$ cat src/rtl/instr_encoder_loader.sv
// instr_encoder_loader
//   Packs decoded instruction fields back into 32-bit words
//   (cond[31:28] op[27:26] funct[25:20] Rn[19:16] Rd[15:12] src2[11:0])
//   and streams them into instruction memory, one word per clock, while
//   holding the processor off via cpu_hold.
//
//   Optional feature macro: LOADER_CHECKSUM_EN
//     When defined, a checksum[31:0] output carries the XOR of every word
//     written in the current session.
//
//   Timing: a bundle accepted on edge N appears on imem_we/imem_addr/
//   imem_wdata during the cycle after edge N. imem_addr and count advance
//   on the edge that closes that write cycle. A reset arriving while a
//   write is pending suppresses the strobe immediately.
module instr_encoder_loader #(
  parameter int         ADDR_WIDTH = 6,
  parameter int         DEPTH      = 64,
  parameter int         START_ADDR = 0,
  parameter logic [3:0] COND_DEF   = 4'hE
) (
  input  logic                  clk,
  input  logic                  reset,
  input  logic                  start,
  input  logic                  in_valid,
  output logic                  in_ready,
  input  logic [1:0]            in_op,
  input  logic [5:0]            in_funct,
  input  logic [3:0]            in_rn,
  input  logic [3:0]            in_rd,
  input  logic [11:0]           in_src2,
  input  logic [23:0]           in_imm24,
  input  logic                  in_last,
  output logic                  imem_we,
  output logic [ADDR_WIDTH-1:0] imem_addr,
  output logic [31:0]           imem_wdata,
  output logic                  cpu_hold,
  output logic                  busy,
  output logic                  done,
  output logic                  err,
`ifdef LOADER_CHECKSUM_EN
  output logic [31:0]           checksum,
`endif
  output logic [ADDR_WIDTH:0]   count
);

  typedef enum logic [1:0] {
    S_IDLE = 2'd0,
    S_LOAD = 2'd1,
    S_DONE = 2'd2,
    S_ERR  = 2'd3
  } state_t;

  localparam logic [1:0]            OP_BR    = 2'b10;
  localparam logic [1:0]            OP_ILL   = 2'b11;
  localparam logic [ADDR_WIDTH-1:0] START_A  = ADDR_WIDTH'(START_ADDR);
  localparam logic [ADDR_WIDTH-1:0] LAST_A   = ADDR_WIDTH'(START_ADDR + DEPTH - 1);
  localparam logic [ADDR_WIDTH:0]   LAST_CNT = (ADDR_WIDTH + 1)'(DEPTH - 1);

  // Branch words keep only the top two funct bits above the 24-bit offset;
  // every other legal op carries the full register/operand layout.
  function automatic logic [31:0] pack_word(
    input logic [1:0]  op,
    input logic [5:0]  funct,
    input logic [3:0]  rn,
    input logic [3:0]  rd,
    input logic [11:0] src2,
    input logic [23:0] imm24
  );
    logic [31:0] word;
    if (op == OP_BR) begin
      word = {COND_DEF, OP_BR, funct[5:4], imm24};
    end else begin
      word = {COND_DEF, op, funct, rn, rd, src2};
    end
    return word;
  endfunction

  state_t                r_state;
  logic                  r_in_ready;
  logic                  r_busy;
  logic                  r_cpu_hold;
  logic                  r_done;
  logic                  r_err;
  logic                  r_we_p1;
  logic [31:0]           r_wdata_p1;
  logic [ADDR_WIDTH-1:0] r_addr;
  logic [ADDR_WIDTH:0]   r_count;

  logic                  w_hs;
  logic                  w_illegal;
  logic                  w_accept_word;
  logic                  w_restart;
  logic [ADDR_WIDTH:0]   w_accepted;
  logic                  w_full;
  logic [31:0]           w_word;

  // in_ready is only ever high in LOAD, so a handshake implies LOAD.
  assign w_hs          = in_valid & r_in_ready;
  assign w_illegal     = (in_op == OP_ILL);
  assign w_accept_word = w_hs & ~w_illegal;
  // start is honoured from IDLE, DONE and ERR; it is ignored mid-session.
  assign w_restart     = start & (r_state != S_LOAD);
  // Words accepted before this one: those already written plus the one in flight.
  assign w_accepted    = r_count + {{ADDR_WIDTH{1'b0}}, r_we_p1};
  assign w_full        = (w_accepted == LAST_CNT);
  assign w_word        = pack_word(in_op, in_funct, in_rn, in_rd, in_src2, in_imm24);

  // Session FSM with registered status outputs.
  always_ff @(posedge clk) begin
    if (reset) begin
      r_state    <= S_IDLE;
      r_in_ready <= 1'b0;
      r_busy     <= 1'b0;
      r_cpu_hold <= 1'b1;
      r_done     <= 1'b0;
      r_err      <= 1'b0;
    end else begin
      case (r_state)
        S_LOAD: begin
          if (w_hs) begin
            if (w_illegal) begin
              // An illegal op aborts even when it is also flagged last.
              r_state    <= S_ERR;
              r_in_ready <= 1'b0;
              r_busy     <= 1'b0;
              r_err      <= 1'b1;
            end else if (in_last) begin
              r_state    <= S_DONE;
              r_in_ready <= 1'b0;
              r_busy     <= 1'b0;
              r_done     <= 1'b1;
              r_cpu_hold <= 1'b0;
            end else if (w_full) begin
              // Capacity reached without a last marker: word is still written.
              r_state    <= S_ERR;
              r_in_ready <= 1'b0;
              r_busy     <= 1'b0;
              r_err      <= 1'b1;
            end
          end
        end
        default: begin
          // IDLE, DONE and ERR all leave only on start.
          if (start) begin
            r_state    <= S_LOAD;
            r_in_ready <= 1'b1;
            r_busy     <= 1'b1;
            r_cpu_hold <= 1'b1;
            r_done     <= 1'b0;
            r_err      <= 1'b0;
          end
        end
      endcase
    end
  end

  // Write stage: capture the packed word and raise the strobe for one cycle.
  always_ff @(posedge clk) begin
    if (reset) begin
      r_we_p1    <= 1'b0;
      r_wdata_p1 <= 32'd0;
    end else begin
      r_we_p1 <= w_accept_word;
      if (w_accept_word) begin
        r_wdata_p1 <= w_word;
      end
    end
  end

  // Address and word counter advance once each write cycle completes.
  always_ff @(posedge clk) begin
    if (reset || w_restart) begin
      r_addr  <= START_A;
      r_count <= '0;
    end else if (r_we_p1) begin
      r_count <= r_count + 1'b1;
      // Hold at the top of the window so the address never wraps.
      if (r_addr != LAST_A) begin
        r_addr <= r_addr + 1'b1;
      end
    end
  end

`ifdef LOADER_CHECKSUM_EN
  logic [31:0] r_checksum;

  // Running XOR; folds each word in on the same edge that raises its strobe.
  always_ff @(posedge clk) begin
    if (reset || w_restart) begin
      r_checksum <= 32'd0;
    end else if (w_accept_word) begin
      r_checksum <= r_checksum ^ w_word;
    end
  end

  assign checksum = r_checksum;
`endif

  // A reset landing on a pending write drops it without waiting an edge.
  assign imem_we    = r_we_p1 & ~reset;
  assign imem_addr  = r_addr;
  assign imem_wdata = r_wdata_p1;
  assign in_ready   = r_in_ready;
  assign busy       = r_busy;
  assign cpu_hold   = r_cpu_hold;
  assign done       = r_done;
  assign err        = r_err;
  assign count      = r_count;

endmodule

$ cat config.mk
export PLATFORM = sky130hd
export DESIGN_NAME = instr_encoder_loader
export DESIGN_NICKNAME = d
export VERILOG_FILES = /design/src/rtl/instr_encoder_loader.sv
export SDC_FILE = /design/constraint.sdc
export NUM_CORES = 1
export LEC_CHECK = 0
export CELL_PAD_IN_SITES_DETAIL_PLACEMENT = 0
export CELL_PAD_IN_SITES_GLOBAL_PLACEMENT = 1
export CORE_MARGIN = 5
export CORE_UTILIZATION = 29
export CTS_CLUSTER_DIAMETER = 40
export CTS_CLUSTER_SIZE = 14
export DETAILED_ROUTE_END_ITERATION = 12
export PLACE_DENSITY = 0.89
export SLEW_MARGIN = 20
export SYNTH_ARGS = -nofsm -noshare
export SYNTH_HDL_FRONTEND = slang
export SYNTH_SLANG_ARGS = --single-unit
$ cat constraint.sdc
create_clock -name clk -period 2.17 [get_ports clk]
set_clock_uncertainty 0.15 [all_clocks]
set_input_delay 0.651 -clock clk [delete_from_list [all_inputs] [get_ports clk]]
set_output_delay 0.651 -clock clk [all_outputs]
set_load 0.05 [all_outputs]
==> flow_summary.html <==
<table>
<tr><th>Metric</th><th>Value</th></tr>
<tr><th colspan="2">Yosys</th></tr>
<tr><td>Fraction of the mapped netlist area in compound gates</td><td>11.9%</td></tr>
<tr><td>Mux cell area share after synthesis</td><td>around 14%</td></tr>
<tr><td>Area contributors post-synth</td><td>sky130_fd_sc_hd__dfxtp_1, sky130_fd_sc_hd__mux2i_1, sky130_fd_sc_hd__a211oi_1</td></tr>
<tr><td>Adder-Cell Fraction of Synth Area</td><td>2.26%</td></tr>
<tr><td>Area share of xor/xnor cells in the synthesized design</td><td>4.36%</td></tr>
<tr><td>Simple-gate portion of the synthesized area</td><td>16.6%</td></tr>
<tr><td>Post-synthesis cell type with the largest combined area</td><td>sky130_fd_sc_hd__dfxtp_1</td></tr>
<tr><td>Share of Yosys cell area claimed by the top area cell type</td><td>about 44%</td></tr>
<tr><td>Sequential share of the synthesized area</td><td>between 40% and 50%</td></tr>
<tr><td>Synthesized instance count</td><td>about 230</td></tr>
<tr><td>Post-synthesis instance area</td><td>2210 sq um</td></tr>
<tr><td>Average footprint of a synthesized cell</td><td>9.45 sq um</td></tr>
<tr><td>Synth Net Count</td><td>295</td></tr>
<tr><td>Synthesized flop and latch total</td><td>49</td></tr>
<tr><td>Total of warnings raised by yosys</td><td>0</td></tr>
<tr><td>Cell variety after synth</td><td>32</td></tr>
<tr><td>Dominant combinational cell family by area after synthesis</td><td>simple AND/OR/NAND/NOR gates</td></tr>
<tr><th colspan="2">Floorplanning</th></tr>
<tr><td>Initial core utilization</td><td>30.2%</td></tr>
<tr><td>Die area</td><td>about 9500 sq um</td></tr>
<tr><td>Die H</td><td>97.3 um</td></tr>
<tr><td>Std cell rows</td><td>31</td></tr>
<tr><td>Core Box Area</td><td>around 7300 sq um</td></tr>
<tr><td>Num ports</td><td>108</td></tr>
<tr><td>Width of the die</td><td>97.3 um</td></tr>
<tr><th colspan="2">Critical path</th></tr>
<tr><td>Crit Reg-Reg Startpoint</td><td>count[0]</td></tr>
<tr><td>CP startpoint</td><td>reset</td></tr>
<tr><td>Worst R2R End</td><td>busy</td></tr>
<tr><td>Type of element capturing the critical path</td><td>primary output</td></tr>
<tr><td>Req. time, crit path</td><td>1.37 ns</td></tr>
<tr><td>Worst reg2reg path depth</td><td>6</td></tr>
<tr><td>Worst EP arrival</td><td>between 1 and 1.5 ns</td></tr>
<tr><td>Reg2Reg Setup Slack</td><td>0.21 ns</td></tr>
<tr><td>Capturing instance or port of the critical path</td><td>imem_we</td></tr>
<tr><td>Category of the worst setup path launch point</td><td>input pin</td></tr>
<tr><td>Worst Setup Path Type</td><td>in -&gt; out</td></tr>
<tr><td>Crit path max fanout</td><td>2</td></tr>
<tr><th colspan="2">Final layout</th></tr>
<tr><td>Total inserted antenna cells</td><td>0</td></tr>
<tr><td>Net count of the finished layout</td><td>405</td></tr>
<tr><td>Fillers</td><td>between 600 and 700</td></tr>
<tr><td>Cell area after layout</td><td>3460 sq um</td></tr>
<tr><td>Fraction of final layout cells sized beyond drive strength 1</td><td>22.3%</td></tr>
<tr><td>Most frequent cells in the layout</td><td>sky130_fd_sc_hd__buf_4, sky130_fd_sc_hd__clkdlybuf4s50_1, sky130_fd_sc_hd__nor2_1</td></tr>
<tr><td>Most common library cell in the layout ignoring fill and taps</td><td>sky130_fd_sc_hd__buf_4</td></tr>
<tr><td>Synth-to-Final Area Change</td><td>56.7%</td></tr>
<tr><th colspan="2">Route</th></tr>
<tr><td>Detailed-routing iteration count for the pre-antenna-repair pass</td><td>4</td></tr>
<tr><td>Vias/cell</td><td>4.53</td></tr>
<tr><td>Number of DRC markers in iteration 0</td><td>20</td></tr>
<tr><td>Number of nets with antenna violations after detailed routing</td><td>0</td></tr>
<tr><td>Final WL</td><td>5640 um</td></tr>
<tr><td>Wire per inst</td><td>12.7 um</td></tr>
<tr><td>Total number of vias</td><td>2010</td></tr>
<tr><td>DRC viols</td><td>0</td></tr>
<tr><th colspan="2">Timing</th></tr>
<tr><td>WHS</td><td>0.321 ns</td></tr>
<tr><td>Final setup fails</td><td>0</td></tr>
<tr><td>Crit share post-route</td><td>92.5%</td></tr>
<tr><td>Worst-case setup margin in the final layout</td><td>0.163 ns</td></tr>
<tr><td>RSZ-0062 raised after global routing</td><td>no</td></tr>
<tr><td>Post-layout min period</td><td>2.01 ns</td></tr>
<tr><td>Max frequency</td><td>about 0.5 GHz</td></tr>
<tr><td>Total count of hold-check failures in the final report</td><td>0</td></tr>
<tr><td>Number of max-slew violations in the final report</td><td>0</td></tr>
<tr><th colspan="2">Worst hold path</th></tr>
<tr><td>Kind of path behind the tightest hold check</td><td>reg -&gt; reg</td></tr>
<tr><th colspan="2">GRT</th></tr>
<tr><td>Overall overflow remaining after global route</td><td>0</td></tr>
<tr><td>Global-route usage over all layers</td><td>12.0%</td></tr>
<tr><td>Via count of the first global-routing pass</td><td>2114</td></tr>
<tr><td>Largest net degree at the start of global routing</td><td>28</td></tr>
<tr><td>First-pass GRT wire length</td><td>9600 um</td></tr>
<tr><td>Antenna violations before repair</td><td>0</td></tr>
<tr><th colspan="2">CTS</th></tr>
<tr><td>Number of buffers created by CTS</td><td>5</td></tr>
<tr><td>Clock sink count</td><td>49</td></tr>
<tr><td>CTS Hold Bufs</td><td>0</td></tr>
<tr><td>Worst-Skew Late Latency</td><td>0.29 ns</td></tr>
<tr><td>Clock input transition at the sequential cells of the worst setup and hold paths</td><td>about 0.080 ns</td></tr>
<tr><td>Clock root buffer</td><td>sky130_fd_sc_hd__clkbuf_8</td></tr>
<tr><td>Maximum clock insertion buffer count</td><td>2</td></tr>
<tr><td>H-tree levels</td><td>2</td></tr>
<tr><td>Clock tree from TritonCTS</td><td>built</td></tr>
<tr><th colspan="2">Place</th></tr>
<tr><td>Count of input and output buffers</td><td>106</td></tr>
<tr><td>Placed standard-cell area</td><td>3350 sq um</td></tr>
<tr><td>Final RePlAce weighted congestion</td><td>roughly 0.84</td></tr>
<tr><td>HPWL reported at the end of detailed placement</td><td>4570 um</td></tr>
<tr><td>Worst slack at placement</td><td>-0.0664 ns</td></tr>
<tr><th colspan="2">Pwr</th></tr>
<tr><td>Leakage Power</td><td>0.00139 uW</td></tr>
<tr><td>Worst VDD drop</td><td>0.263 mV</td></tr>
<tr><td>Power Density</td><td>643 nW/um^2</td></tr>
<tr><th colspan="2">Job</th></tr>
<tr><td>Count of max-cap constraint violations</td><td>0</td></tr>
<tr><th colspan="2">Status</th></tr>
<tr><td>Run status</td><td>complete, no violations</td></tr>
</table>
repair_timing:
action | in CTS | in global routing
buffers inserted | 0 | 0
gates resized for setup | 1 | 0
setup endpoints to repair | 1 | 0
area by class of cell:
type                            instances  area, sq um  share of cell area, %
Inverter                                2         7.51                  0.217
Tap cell                               99          124                   3.58
Clock inverter                          1         30.0                  0.867
Timing Repair Buffer                  122         1120                   32.2
Sequential cell                        49          981                   28.3
Multi-Input combinational cell        164         1120                   32.3
Clock buffer                            7         86.3                   2.49
worst min path at each step:
stage | startpoint | to | slack, ns | depth (start not counted)
3_3_place_gp | done | done | 0.30 | 2
2_1_floorplan | r_state[0] | r_state[0] | 0.30 | 2
3_5_place_dp | done | done | 0.31 | 2
6_report | done | done | 0.32 | 2
5_1_grt | done | done | 0.37 | 2
4_1_cts | done | done | 0.33 | 2
cells in the mapped netlist:
cell,count
sky130_fd_sc_hd__a2111oi_0,1
sky130_fd_sc_hd__a211oi_1,25
sky130_fd_sc_hd__a21oi_1,2
sky130_fd_sc_hd__a21oi_2,1
sky130_fd_sc_hd__a221oi_1,1
sky130_fd_sc_hd__and3_1,1
sky130_fd_sc_hd__buf_1,1
sky130_fd_sc_hd__buf_2,7
sky130_fd_sc_hd__buf_4,5
sky130_fd_sc_hd__buf_8,2
sky130_fd_sc_hd__clkbuf_1,4
sky130_fd_sc_hd__conb_1,1
sky130_fd_sc_hd__dfxtp_1,49
sky130_fd_sc_hd__ha_1,4
sky130_fd_sc_hd__inv_1,2
sky130_fd_sc_hd__mux2i_1,32
sky130_fd_sc_hd__nand2_1,9
sky130_fd_sc_hd__nand2b_1,4
sky130_fd_sc_hd__nand3_1,2
sky130_fd_sc_hd__nand3b_1,1
sky130_fd_sc_hd__nand4_1,4
sky130_fd_sc_hd__nor2_1,50
sky130_fd_sc_hd__nor2b_1,4
sky130_fd_sc_hd__nor3_1,4
sky130_fd_sc_hd__nor4_4,1
sky130_fd_sc_hd__o211ai_1,2
sky130_fd_sc_hd__o21ai_0,1
sky130_fd_sc_hd__o32a_1,1
sky130_fd_sc_hd__o32ai_1,1
sky130_fd_sc_hd__or3_1,1
sky130_fd_sc_hd__xnor2_1,5
sky130_fd_sc_hd__xor2_1,6
where the power goes:
group | leakage, uW | internal [uW] | switching, uW | total, uW
clock | 0.0000585 | 376 | 277 | 653
combinational | 0.000933 | 257 | 338 | 595
sequential | 0.000399 | 949 | 30.2 | 980
total | 0.00139 | 1580 | 645 | 2230
worst max-delay path: stages:
cell	delay, ns
sky130_fd_sc_hd__dlygate4sd2_1	0.25
sky130_fd_sc_hd__nor2b_2	0.15
sky130_fd_sc_hd__buf_12	0.15
kinds of logic (layout without fill, tap and decap cells):
logic type / Yosys count / count (layout)
AO/OA/AOI/OAI: 35 / 35
XOR/XNOR: 11 / 11
adder cells (fa/ha/maj): 4 / 4
buffers and inverters: 21 / 132
flip-flops: 49 / 49
multiplexers: 32 / 32
other: 1 / 1
AND/OR/NAND/NOR: 81 / 81
flip-flops by register name (all words and copies together) (netlist names):
signal      count
done            1
err             1
busy            1
imem_wdata     29
cpu_hold        1
count           7
imem_addr       6
r_state         2
r_we_p1         1
metrics by stage:
step	util [%]	total power [uW]	instances	setup TNS, ns
after floorplan	-	1360	234	0
after global placement	45.7	1600	436	-0.294
after detailed placement	45.7	1600	436	-0.539
after CTS	47.3	2270	444	0
after global routing	47.3	2340	444	0
final	47.3	2230	444	0
layer usage:
metal  GRT usage (%)  wire length, um
met5               0                0
met4            3.51               58
met3            4.38              453
met2            21.3             2830
met1            13.5             2300
Power figures use the tool's default switching activity.
